## src/rtl/series_approx_unit.sv

```systemverilog
`default_nettype none
// ============================================================================
// Module      : series_approx_unit
// Description : Self-sequencing truncated geometric series y = sum d^k,
//               d = 1-x (mode 0) or x-1 (mode 1), with saturating result.
//               Optional early exit on a zero term: SERIES_EARLY_TERM_EN.
// Revision    : 1.0 - initial release
// ============================================================================
module series_approx_unit #(
    parameter int DATA_W = 8,
    parameter int FRAC_W = 7,
    parameter int IT_W   = 3
) (
    input  logic              clk,
    input  logic              rst,
    input  logic              start_i,
    input  logic [DATA_W-1:0] x_i,
    input  logic [IT_W-1:0]   numIt_i,
    input  logic              mode_i,
    output logic              busy_o,
    output logic              valid_o,
    output logic [DATA_W-1:0] y_o,
    output logic              sat_o,
    output logic [IT_W-1:0]   it_used_o
);

    localparam int c_TW = DATA_W + 2;
    localparam int c_AW = DATA_W + 3;
    localparam int c_PW = 2 * c_TW;
    localparam logic signed [c_TW-1:0] c_one = c_TW'(2 ** FRAC_W);

    typedef enum logic [2:0] {
        S_IDLE = 3'd0,
        S_LOAD = 3'd1,
        S_MUL  = 3'd2,
        S_ACC  = 3'd3,
        S_DONE = 3'd4
    } state_t;

    state_t                   r_state;
    state_t                   w_next_state;
    logic [DATA_W-1:0]        r_x;
    logic [IT_W-1:0]          r_n;
    logic                     r_mode;
    logic signed [c_TW-1:0]   r_d;
    logic signed [c_TW-1:0]   r_term;
    logic signed [c_AW-1:0]   r_acc;
    logic [IT_W-1:0]          r_cnt;
    logic [DATA_W-1:0]        r_y;
    logic                     r_sat;
    logic [IT_W-1:0]          r_it;
    logic                     r_valid;

    logic signed [c_TW-1:0]   w_x_ext;
    logic signed [c_TW-1:0]   w_d_load;
    logic signed [c_PW-1:0]   w_prod;
    logic signed [c_TW-1:0]   w_term_next;
    logic signed [c_AW-1:0]   w_acc_sum;
    logic [IT_W:0]            w_cnt_inc;
    logic                     w_last;
    logic                     w_stop;
    logic [DATA_W-1:0]        w_y_clamp;
    logic                     w_sat;

    assign w_x_ext     = $signed({2'b00, r_x});
    assign w_d_load    = r_mode ? (w_x_ext - c_one) : (c_one - w_x_ext);
    assign w_prod      = c_PW'(r_term) * c_PW'(r_d);
    // Arithmetic shift floors negative products toward minus infinity.
    assign w_term_next = c_TW'(w_prod >>> FRAC_W);
    assign w_acc_sum   = r_acc + c_AW'(r_term);
    assign w_cnt_inc   = {1'b0, r_cnt} + 1'b1;
    assign w_last      = (w_cnt_inc == {1'b0, r_n});

`ifdef SERIES_EARLY_TERM_EN
    // A zero term keeps every later term zero, so the sum is final.
    assign w_stop = w_last || (r_term == '0);
`else
    assign w_stop = w_last;
`endif

    always_comb begin
        w_y_clamp = r_acc[DATA_W-1:0];
        w_sat     = 1'b0;
        if (r_acc[c_AW-1]) begin
            w_y_clamp = '0;
            w_sat     = 1'b1;
        end else if (r_acc[c_AW-2:DATA_W] != '0) begin
            w_y_clamp = '1;
            w_sat     = 1'b1;
        end
    end

    always_comb begin
        w_next_state = r_state;
        case (r_state)
            S_IDLE: if (start_i) w_next_state = S_LOAD;
            S_LOAD: w_next_state = (r_n == '0) ? S_DONE : S_MUL;
            S_MUL:  w_next_state = S_ACC;
            S_ACC:  w_next_state = w_stop ? S_DONE : S_MUL;
            S_DONE: w_next_state = S_IDLE;
            default: w_next_state = S_IDLE;
        endcase
    end

    always_ff @(posedge clk) begin
        if (!rst) begin
            r_state <= S_IDLE;
            r_x     <= '0;
            r_n     <= '0;
            r_mode  <= 1'b0;
            r_d     <= '0;
            r_term  <= '0;
            r_acc   <= '0;
            r_cnt   <= '0;
            r_y     <= '0;
            r_sat   <= 1'b0;
            r_it    <= '0;
            r_valid <= 1'b0;
        end else begin
            r_state <= w_next_state;
            r_valid <= (r_state == S_DONE);
            case (r_state)
                S_IDLE: begin
                    if (start_i) begin
                        r_x    <= x_i;
                        r_n    <= numIt_i;
                        r_mode <= mode_i;
                    end
                end
                S_LOAD: begin
                    r_d    <= w_d_load;
                    r_term <= c_one;
                    r_acc  <= c_AW'(c_one);
                    r_cnt  <= '0;
                end
                S_MUL: r_term <= w_term_next;
                S_ACC: begin
                    r_acc <= w_acc_sum;
                    r_cnt <= w_cnt_inc[IT_W-1:0];
                end
                S_DONE: begin
                    r_y   <= w_y_clamp;
                    r_sat <= w_sat;
                    r_it  <= r_cnt;
                end
                default: ;
            endcase
        end
    end

    assign busy_o    = (r_state != S_IDLE);
    assign valid_o   = r_valid;
    assign y_o       = r_y;
    assign sat_o     = r_sat;
    assign it_used_o = r_it;

endmodule
`default_nettype wire

```

## config.mk

```make
export PLATFORM = sky130hd
export DESIGN_NAME = series_approx_unit
export DESIGN_NICKNAME = d
export VERILOG_FILES = /design/src/rtl/series_approx_unit.sv
export SDC_FILE = /design/constraint.sdc
export NUM_CORES = 1
export LEC_CHECK = 0
export BUFFER_PORTS_ARGS = -buffer_cell sky130_fd_sc_hd__buf_2
export CORE_ASPECT_RATIO = 0.9
export CORE_MARGIN = 5
export CORE_UTILIZATION = 40
export CTS_CLUSTER_SIZE = 40
export DETAILED_ROUTE_END_ITERATION = 7
export PLACE_DENSITY = 0.63
export SLEW_MARGIN = 5
export SYNTH_ARGS = -nofsm -noshare
export SYNTH_HDL_FRONTEND = slang
export SYNTH_SLANG_ARGS = --single-unit
```

## constraint.sdc

```tcl
create_clock -name clk -period 4.7 [get_ports clk]
set_clock_uncertainty 0.1 [all_clocks]
set_input_delay 0.47 -clock clk [delete_from_list [all_inputs] [get_ports clk]]
set_output_delay 0.47 -clock clk [all_outputs]
set_load 0.01 [all_outputs]
```

Word level (Yosys, flattened, before mapping):

Cells that the tools add are included.

* bits in registers: 62

* mux-type cells: 12
* $add $sub $neg: 4
* reduce and logical (&&, ||, !) cells: 7
* equality and inequality tests: 6
* $mul: 1

Operators with widths (count)
* $pmux W11 S2: 1
* $pmux W10 S2: 1
* $mul A10 B10 Y17: 1
* $mux W8: 2
* $pmux W3 S4: 1
* $add A11 B10 Y11: 1
* $mux W10: 1
* $mux W3: 3
* $sub A8 B8 Y9 const A: 1
* $sub A8 B8 Y9 const B: 1
* $eq A3 B2 Y1 const B: 2
* $logic_not A3 Y1: 2
* $pmux W3 S2: 1
* $reduce_bool A2 Y1: 3
* $add A3 B1 Y4 const B: 1
* $eq A4 B3 Y1: 1
* $eq A3 B1 Y1 const B: 1
* $eq A3 B3 Y1 const B: 1
* $reduce_bool A3 Y1: 1
* $mux W1: 2
* $ne A2 B2 Y1 const B: 1
* $reduce_and A2 Y1: 1

Depth between registers and ports, before layout:

Gate-level depths: netlist of run 1.

* word-level depth: 4
* gate-level depth with buffers: 20
* mapped depth without buffers: 19

Worst setup path after synthesis of run 1:

Ideal clock, no wire load.

* path type: reg2reg
* from: register r_d[8]
* to: register r_term[7]
* stages on the path, launching flop included: 19
* library setup time: 139 ps
* arrival: 4797 ps
* required time: 4461 ps
* clock period less this slack: 5037 ps
* path slack: -337 ps
* path buffers: 1
* cells stage by stage: dfxtp_1 clkbuf_1 inv_1 nor2_1 fa_1 fa_1 fa_1 fa_1 inv_1 fa_1 inv_1 ha_1 a21oi_1 o21ai_0 a21oi_1 o21bai_1 a21oi_2 mux2i_1 a21oi_1

* cells in the longest elaborated chain, start to end: 2

Ends and longest elaborated chain
* from (decl): line 45 `logic signed [c_TW-1:0] r_d;`
* from (signal assigned): line 131 `r_d <= w_d_load;`
* $mul A10 B10 Y17: line 67 `assign w_prod = c_PW'(r_term) * c_PW'(r_d);`
* $pmux W10 S2: line 122 `case (r_state)`
* to (signal assigned): line 132 `r_term <= c_one;`
* to (signal assigned): line 136 `S_MUL: r_term <= w_term_next;`
* to (decl): line 46 `logic signed [c_TW-1:0] r_term;`

No other way between the ends.
A chain may end at the register's enable or synchronous reset.

Final worst setup path of run 1:

* from: register r_d[5]
* to: register r_term[5]

The elaborated chain is that of the path after synthesis.

==> flow_summary.yaml, run 1 <==
status:
  status: "complete, but fails checks"
  violations: "setup timing"
pwr:
  cellLeakagePower_nw: 3.63
  peakVddDrop_mv: 0.208
  p_seq_frac: 0.357
  p_per_area_nw_per_um2: 212
  p_int_mw: 1.16
  combinationalPowerShare: 0.251
  power_frac_clock: 0.392
  switching_share: 0.294
  p_sw_uw: 483
run:
  maxCapViolations: 0
die:
  die_w_um: 141
  initial_core_util: 0.404
  die_area_um2: 18000
  core_region_area_um2: 15300
  fp-row-count: 43
  die_h_um: 128
  ios: 29
grt:
  antenna_found_initial: 0
  grt_pass1_wl_um: 24100
  grt_pass1_vias: 5078
  grt_max_degree: 30
  grt_usage: 0.163
  grt_overflow: 0
logic_synthesis:
  synth-seq-area-share: 0.198
  async_flop_share: 0
  synth_top_area_frac: 0.246
  synth_area_leaders: "fa_1 25%, dfxtp_1 20%, ha_1 11%, inv_1 6.6%, nand2_1 6.0%"
  synth_edf_count: 0
  synth_top_area_cell: "fa_1"
  synth_nets: 881
  ys_types: 49
  netlist_area_um2: 6180
  yosysWarnings: 0
  ys_dominant_reg_cell: "dfxtp_1"
  avgSynthCellArea_um2: 8.37
  ys_seq_elements: 61
  synthCells: 738
clocking:
  cts_buffers: 9
  ctsHoldBuffers: 0
  clkLatencyLatePin_ns: 0.32
  clockBufferDepth: 2
  cts_tree: "done"
  clock_sinks: 61
  cts_root_buffer: "clkbuf_16"
  cts.clk_slew.worst_paths_ns: 0.05
  h-tree-depth: 3
place:
  dpl_cell_area_um2: 6950
  io_buffers: 28
  dp_slack_ns: -0.361
  hpwl_um: 11200
  globalplace.congestion: 0.857
setup_path:
  cp_top_family: "adder cells"
  crit_fanout: 5
  cp.arrival_ns: 4.86
  required_ns: 4.79
  critical_path_class: "flop to flop"
  path_cells: "buf_4, and2_4, fa_1, inv_1, fa_1, inv_2, fa_2, fa_1, inv_2, fa_1, inv_2, ha_4, a21oi_2, o21ai_2, a21oi_4, o21bai_4, buf_4, buf_4, xnor2_1, o21ai_1"
  reg2reg_depth: 20
  crit_path_end_kind: "flop"
  timing.critical_path.mode_cell: "fa_1"
  start_kind: "flop"
  cp_slowest_stage_delay_ns: 0.55
  crit_cells: 20
  cp_slowest_cell: "fa_1"
  crit_buf_inv: 7
layout:
  utilization: 0.506
  fill_cells: 1458
  nets: 966
  drive_above_1_share: 0.255
  syn_to_final_growth_pct: 25.1
  postLayoutCellArea_um2: 7730
  antenna_cells: 0
  mostFrequentLayoutCells: "94 x inv_1, 94 x nand2_1, 74 x buf_4"
routing:
  drtIter0Drc: 267
  remaining_drc_errors: 0
  vias: 5088
  final_antenna_net_count: 0
  post_drt_wl_per_cell_um: 14.0
  routed_wl_um: 14500
  via_per_inst: 4.94
  first_pass_iters: 5
sta:
  fin_tns_setup_ns: -0.122
  hold_viol: 0
  drv_slew: 0
  worst_pin_slew_ns: 0.711
  finalSetupViolCount: 4
  rsz0062_at_grt: "yes"
  max_freq_ghz: 0.209
  setup_ws_ns: -0.0763
  holdWs_ns: 0.287
  max_slew_margin: 0.525
  min_period_over_period: 1.02
  min_period_ns: 4.78
hold_path:
  hold_class: "input port to flop"
  whs_path_depth: 3
per-layer routing:
| metal | wire length (um) | track usage | vias up |
|---|---|---|---|
| met5 | 0 | 0 | - |
| met2 | 6980 | 0.271 | 98 |
| met1 | 6660 | 0.225 | 2461 |
| met3 | 608 | 0.0254 | 29 |
| li1 | - | - | 2500 |
| met4 | 200 | 0.0348 | 0 |
cells by family after synthesis:
group | share of synthesized area
AO/OA/AOI/OAI | 0.102
XOR/XNOR | 0.0553
adder cells (fa/ha/maj) | 0.351
buffers and inverters | 0.0960
flip-flops | 0.198
multiplexers | 0.00668
AND/OR/NAND/NOR | 0.191
flip-flops by register name, summed over array words and instances (netlist names):
signal / count
r_acc: 11
r_term: 10
r_n: 3
r_state: 3
valid_o: 1
sat_o: 1
r_mode: 1
y_o: 8
r_cnt: 3
r_x: 8
it_used_o: 3
r_d: 9
tightest hold or removal path: cells and delay by family:
family / cells / cell delay, ns
buffers and inverters: 1 / 0.09
AO/OA/AOI/OAI: 1 / 0.05
AND/OR/NAND/NOR: 1 / 0.04
power by group through the flow:
stage                     clock (mW)  sequential (mW)  combinational (mW)
after floorplan                    0            0.567               0.275
after global placement             0            0.597               0.351
after detailed placement           0            0.597               0.355
after CTS                      0.657            0.588               0.378
after global routing           0.683            0.591               0.465
final                          0.643            0.587               0.412
layout make-up:
class	count	area [um^2]	share of cell area
multi-input cells	529	4670	0.604
inverters	109	412	0.0532
repair buffers	113	831	0.107
flip-flops and latches	61	1270	0.164
clock buffers	12	246	0.0319
clock inverters	4	47.5	0.00615
well taps	202	253	0.0327
per-stage QoR:
| step | total power, mW | std cells |
|---|---|---|
| global placement | 0.947 | 993 |
| floorplan | 0.842 | 738 |
| finish | 1.64 | 1030 |
| global route | 1.74 | 1030 |
| CTS | 1.62 | 1018 |
| detailed placement | 0.952 | 993 |
path summary, 6_finish.rpt:
check | from | to | slack [ns]
min | numIt_i[1] | r_n[1]$_SDFFE_PN0P_ | 0.29
min reg2reg | it_used_o[0]$_SDFFE_PN0P_ | it_used_o[0]$_SDFFE_PN0P_ | 0.35
max | r_d[5]$_SDFFE_PN0N_ | r_term[5]$_SDFFE_PN0P_ | -0.08
max reg2reg | r_d[5]$_SDFFE_PN0N_ | r_term[5]$_SDFFE_PN0P_ | -0.08
cells in the mapped netlist (all sizes together), types with 2 or more instances:
master / number
inv: 108
nand2: 98
fa: 76
nor2: 62
dfxtp: 61
a21oi: 52
ha: 52
and2: 45
xnor2: 30
clkbuf: 28
nor3: 16
o21ai: 14
nand3: 11
a211oi: 9
buf: 9
xor2: 9
a22oi: 8
a21o: 4
a31oi: 4
nand2b: 4
nand4: 4
o31ai: 4
mux2i: 3
nor2b: 3
nor3b: 3
or2: 3
nand3b: 2
o21a: 2
what timing repair did:
item	CTS	global route
pin swaps	51	52
gates cloned	0	0
buffers inserted	9	12
setup endpoints to repair	9	9
resized for setup	61	38
(Power assumes the default switching activity.)
==> run 2: changes to the inputs <==
--- a/config.mk
+++ b/config.mk
@@ -11,7 +11,7 @@
 export CORE_UTILIZATION = 40
 export CTS_CLUSTER_SIZE = 40
 export DETAILED_ROUTE_END_ITERATION = 7
-export PLACE_DENSITY = 0.63
+export PLACE_DENSITY = 0.69
 export SLEW_MARGIN = 5
 export SYNTH_ARGS = -nofsm -noshare
 export SYNTH_HDL_FRONTEND = slang
==> flow_summary.yaml, run 2 (synthesized netlist as in run 1, its figures left out) <==
layout:
  antenna_cells: 0
  fill_cells: 1469
  nets: 960
  mostFrequentLayoutCells: "99 x inv_1, 92 x nand2_1, 72 x fa_1"
  syn_to_final_growth_pct: 23.2
  drive_above_1_share: 0.241
  final_cell_count_no_fill: 1024
  final_common_cell: "inv_1"
  multi_input_area_um2: 4600
  postLayoutCellArea_um2: 7610
  register_area_um2: 1270
  top_regs: "r_acc: 11 flops, r_term: 10 flops, r_d: 9 flops"
  top_register: "r_acc"
  largest_reg_flops: 11
  utilization: 0.498
routing:
  drtIter0Drc: 262
  final_antenna_net_count: 0
  vias: 4971
  remaining_drc_errors: 0
  post_drt_wl_per_cell_um: 13.1
  routed_wl_um: 13500
  first_pass_iters: 4
  via_per_inst: 4.85
die:
  initial_core_util: 0.404
  die_area_um2: 18000
  core_region_area_um2: 15300
  ios: 29
  die_w_um: 141
  fp-row-count: 43
  die_h_um: 128
pwr:
  cellLeakagePower_nw: 3.59
  p_sw_uw: 474
  p_int_mw: 1.15
  p_per_area_nw_per_um2: 213
  p_seq_frac: 0.363
  combinationalPowerShare: 0.239
  peakVddDrop_mv: 0.281
  power_frac_clock: 0.398
  switching_share: 0.293
  total_power_mw: 1.62
place:
  io_buffers: 28
  globalplace.congestion: 0.833
  dpl_cell_area_um2: 6970
  dp_cells: 993
  hpwl_um: 10800
  dp_slack_ns: -0.314
sta:
  fin_tns_setup_ns: -0.106
  min_period_ns: 4.75
  setup_ws_ns: -0.0456
  hold_viol: 0
  holdWs_ns: 0.279
  max_slew_margin: 0.522
  min_period_over_period: 1.01
  drv_slew: 0
  max_freq_ghz: 0.211
  finalSetupViolCount: 4
  rsz0062_at_grt: "yes"
  worst_pin_slew_ns: 0.717
clocking:
  clockBufferDepth: 2
  cts.clk_slew.worst_paths_ns: 0.05
  cts_buffers: 9
  cts_root_buffer: "clkbuf_16"
  clock_sinks: 61
  h-tree-depth: 3
  clkLatencyLatePin_ns: 0.33
  cts_tree: "done"
grt:
  grt_max_degree: 52
  grt_pass1_vias: 5076
  grt_pass1_wl_um: 24100
  antenna_found_initial: 0
  grt_usage: 0.162
  grt_overflow: 0
setup_path:
  critPathLaunch: "r_d[5]$_SDFFE_PN0N_"
  critical_path_class: "flop to flop"
  reg2reg_depth: 20
  crit_path_end_kind: "flop"
  start_kind: "flop"
  cp.arrival_ns: 4.85
  r2r_start: "r_d[5]$_SDFFE_PN0N_"
  crit_fanout: 4
  required_ns: 4.80
run:
  maxCapViolations: 0
hold_path:
  whs_path_depth: 3
  hold_class: "input port to flop"
  hp-start: "x_i[2]"
status:
  violations: "setup timing"
  status: "complete, but fails checks"
run 2: changes by cell type in the layout (fill, tap and decap cells not counted), sizes merged:
cell,change
buf,-6
run 2: path summary, 6_finish.rpt:
| check | slack (ns) | to |
|---|---|---|
| min reg2reg | 0.35 | it_used_o[2]$_SDFFE_PN0P_ |
| max | -0.05 | r_term[8]$_SDFFE_PN0P_ |
| max reg2reg | -0.05 | r_term[8]$_SDFFE_PN0P_ |
| min | 0.28 | r_x[2]$_SDFFE_PN0P_ |
run 2: critical path, stage by stage, from the launching register on:
cell and delay, ns:
dfxtp_4 0.36, buf_6 0.12, and2_4 0.13, fa_2 0.54
inv_2 0.04, fa_1 0.49, inv_2 0.04, fa_2 0.36
fa_1 0.54, inv_1 0.05, fa_1 0.51, inv_2 0.05
ha_4 0.28, nand4_1 0.09, a21oi_2 0.13, a21oi_2 0.09
buf_4 0.15, o31ai_4 0.21, buf_4 0.16, xnor2_2 0.10
o2bb2ai_1 0.07
run 2: power by group through the flow:
stage / registers, mW / logic [mW] / clock network (mW)
finish: 0.588 / 0.387 / 0.645
global route: 0.593 / 0.440 / 0.682
CTS: 0.586 / 0.382 / 0.658
detailed placement: 0.595 / 0.359 / 0
global placement: 0.594 / 0.354 / 0
floorplan: 0.567 / 0.275 / 0
run 2: routing by layer:
layer,GRT usage,up-vias,share of wire
met4,0.0330,0,0.012
met2,0.271,95,0.48
met3,0.0272,15,0.043
met5,0,-,0
li1,-,2484,-
met1,0.221,2377,0.46
run 2: repair_timing:
item	4_1_cts	5_1_grt
setup buffers	11	4
hold endpoints to repair	0	0
hold buffers	0	0
setup endpoints to repair	8	9
gates resized for setup	56	18
pin swaps	39	22
run 2: area by class of cell:
| type | instances | area share |
|---|---|---|
| Clock buffer | 12 | 0.0324 |
| Clock inverter | 4 | 0.00625 |
| Inverter | 109 | 0.0541 |
| Multi-Input combinational cell | 529 | 0.604 |
| Sequential cell | 61 | 0.167 |
| Tap cell | 202 | 0.0332 |
| Timing Repair Buffer | 107 | 0.104 |
==> run 3: changes to the inputs <==
--- a/config.mk
+++ b/config.mk
@@ -8,10 +8,10 @@
 export BUFFER_PORTS_ARGS = -buffer_cell sky130_fd_sc_hd__buf_2
 export CORE_ASPECT_RATIO = 0.9
 export CORE_MARGIN = 5
-export CORE_UTILIZATION = 40
+export CORE_UTILIZATION = 52
 export CTS_CLUSTER_SIZE = 40
 export DETAILED_ROUTE_END_ITERATION = 7
-export PLACE_DENSITY = 0.69
+export PLACE_DENSITY = 0.83
 export SLEW_MARGIN = 5
 export SYNTH_ARGS = -nofsm -noshare
 export SYNTH_HDL_FRONTEND = slang
==> flow_summary.yaml, run 3 (synthesized netlist as in run 1, its figures left out) <==
layout:
  top_register: "r_acc"
  nets: 958
  top_regs: "r_acc: 11 flops, r_term: 10 flops, r_d: 9 flops"
  final_common_cell: "inv_1"
  syn_to_final_growth_pct: 24.6
  largest_reg_flops: 11
  drive_above_1_share: 0.263
  utilization: 0.668
  mostFrequentLayoutCells: "93 x inv_1, 89 x nand2_1, 72 x fa_1"
  antenna_cells: 0
die:
  die_area_um2: 14200
  die_w_um: 125
  initial_core_util: 0.536
  fp-row-count: 37
  core_region_area_um2: 11500
  ios: 29
  die_h_um: 113
setup_path:
  required_ns: 4.81
  critical_path_class: "flop to flop"
  crit_fanout: 8
  start_kind: "flop"
  cp.arrival_ns: 4.92
  crit_path_end_kind: "flop"
sta:
  hold_viol: 0
  rsz0062_at_grt: "yes"
  holdWs_ns: 0.280
  drv_slew: 0
  fin_tns_setup_ns: -0.283
  finalSetupViolCount: 3
  max_freq_ghz: 0.208
  setup_ws_ns: -0.108
  worst_pin_slew_ns: 0.859
  min_period_over_period: 1.02
  min_period_ns: 4.81
  max_slew_margin: 0.425
place:
  dp_slack_ns: -0.400
  globalplace.congestion: 0.909
  io_buffers: 28
  hpwl_um: 10800
routing:
  final_antenna_net_count: 0
  remaining_drc_errors: 0
  via_per_inst: 5.47
  routed_wl_um: 16000
  vias: 5341
  post_drt_wl_per_cell_um: 16.4
  first_pass_iters: 5
  drtIter0Drc: 467
pwr:
  total_power_mw: 1.70
  power_frac_clock: 0.408
  cellLeakagePower_nw: 3.65
  p_sw_uw: 513
  peakVddDrop_mv: 0.297
  combinationalPowerShare: 0.246
  p_seq_frac: 0.346
  p_per_area_nw_per_um2: 221
  p_int_mw: 1.19
  switching_share: 0.302
clocking:
  clockBufferDepth: 2
  clock_sinks: 61
  cts_buffers: 9
  ctsHoldBuffers: 0
  cts_root_buffer: "clkbuf_16"
  cts_tree: "done"
  h-tree-depth: 3
  cts.clk_slew.worst_paths_ns: 0.05
  clkLatencyLatePin_ns: 0.33
status:
  violations: "setup timing"
  status: "complete, but fails checks"
grt:
  antenna_found_initial: 0
  grt_pass1_vias: 5455
  grt_pass1_wl_um: 25400
  grt_max_degree: 30
  grt_overflow: 0
  grt_usage: 0.220
hold_path:
  hold_class: "input port to flop"
run:
  maxCapViolations: 0
[run 3: cell types whose count changed in the layout (fill, tap and decap cells not counted), sizes merged]
cell | before | now
clkinvlp | 1 | 2
inv | 108 | 109
clkinv | 3 | 1
buf | 107 | 105
[run 3: stage by stage]
stage	std cells	instance area, um^2
detailed placement	940	6840
global route	976	7700
finish	976	7700
global placement	940	6840
CTS	967	7460
floorplan	738	6340
[run 3: layout make-up]
type                       instances  area, um^2
sequential                        61        1270
clock buffer                      12         267
inverter                         109         414
clock inverter                     4        53.8
fill                             813        3830
multi-input combinational        529        4700
tap                              156         195
timing repair buffer             105         788
[run 3: path summary, 6_finish.rpt]
kind,from,to,slack (ns),cells after the start
setup / recovery,r_term[7]$_SDFFE_PN0P_,r_term[8]$_SDFFE_PN0P_,-0.11,20
hold / removal,x_i[0],r_x[0]$_SDFFE_PN0P_,0.28,3
setup reg to reg,r_term[7]$_SDFFE_PN0P_,r_term[8]$_SDFFE_PN0P_,-0.11,20
hold reg to reg,it_used_o[1]$_SDFFE_PN0P_,it_used_o[1]$_SDFFE_PN0P_,0.35,2
[run 3: power by group through the flow]
stage	clock (mW)	combinational (mW)	sequential (mW)
5_1_grt	0.721	0.461	0.591
3_3_place_gp	0	0.345	0.594
3_5_place_dp	0	0.355	0.594
4_1_cts	0.694	0.388	0.585
2_1_floorplan	0	0.275	0.567
6_report	0.693	0.418	0.589
[run 3: repair_timing]
action | CTS | global route
pin swaps | 48 | 28
resized for setup | 70 | 45
buffers inserted | 12 | 10
setup endpoints to repair | 9 | 9
[run 3: worst max-delay path: stages (launching register included)]
cell       delay (ns)
dfxtp_4          0.41
nand2_4          0.06
fa_1             0.52
inv_1            0.05
fa_1             0.50
inv_2            0.04
fa_1             0.48
inv_2            0.04
fa_1             0.52
inv_1            0.05
fa_1             0.49
inv_2            0.04
ha_4             0.27
nand4_1          0.09
a21oi_2          0.13
a21oi_2          0.09
buf_4            0.15
o31ai_4          0.27
buf_4            0.18
xnor2_2          0.11
o2bb2ai_1        0.07
[run 3: metal layers]
metal / routed length (um) / GRT usage / vias to the layer above
met2: 8100 / 0.393 / 236
met4: 463 / 0.0816 / 0
met1: 6280 / 0.263 / 2571
met5: 0 / 0 / -
met3: 1180 / 0.0454 / 55
li1: - / - / 2479
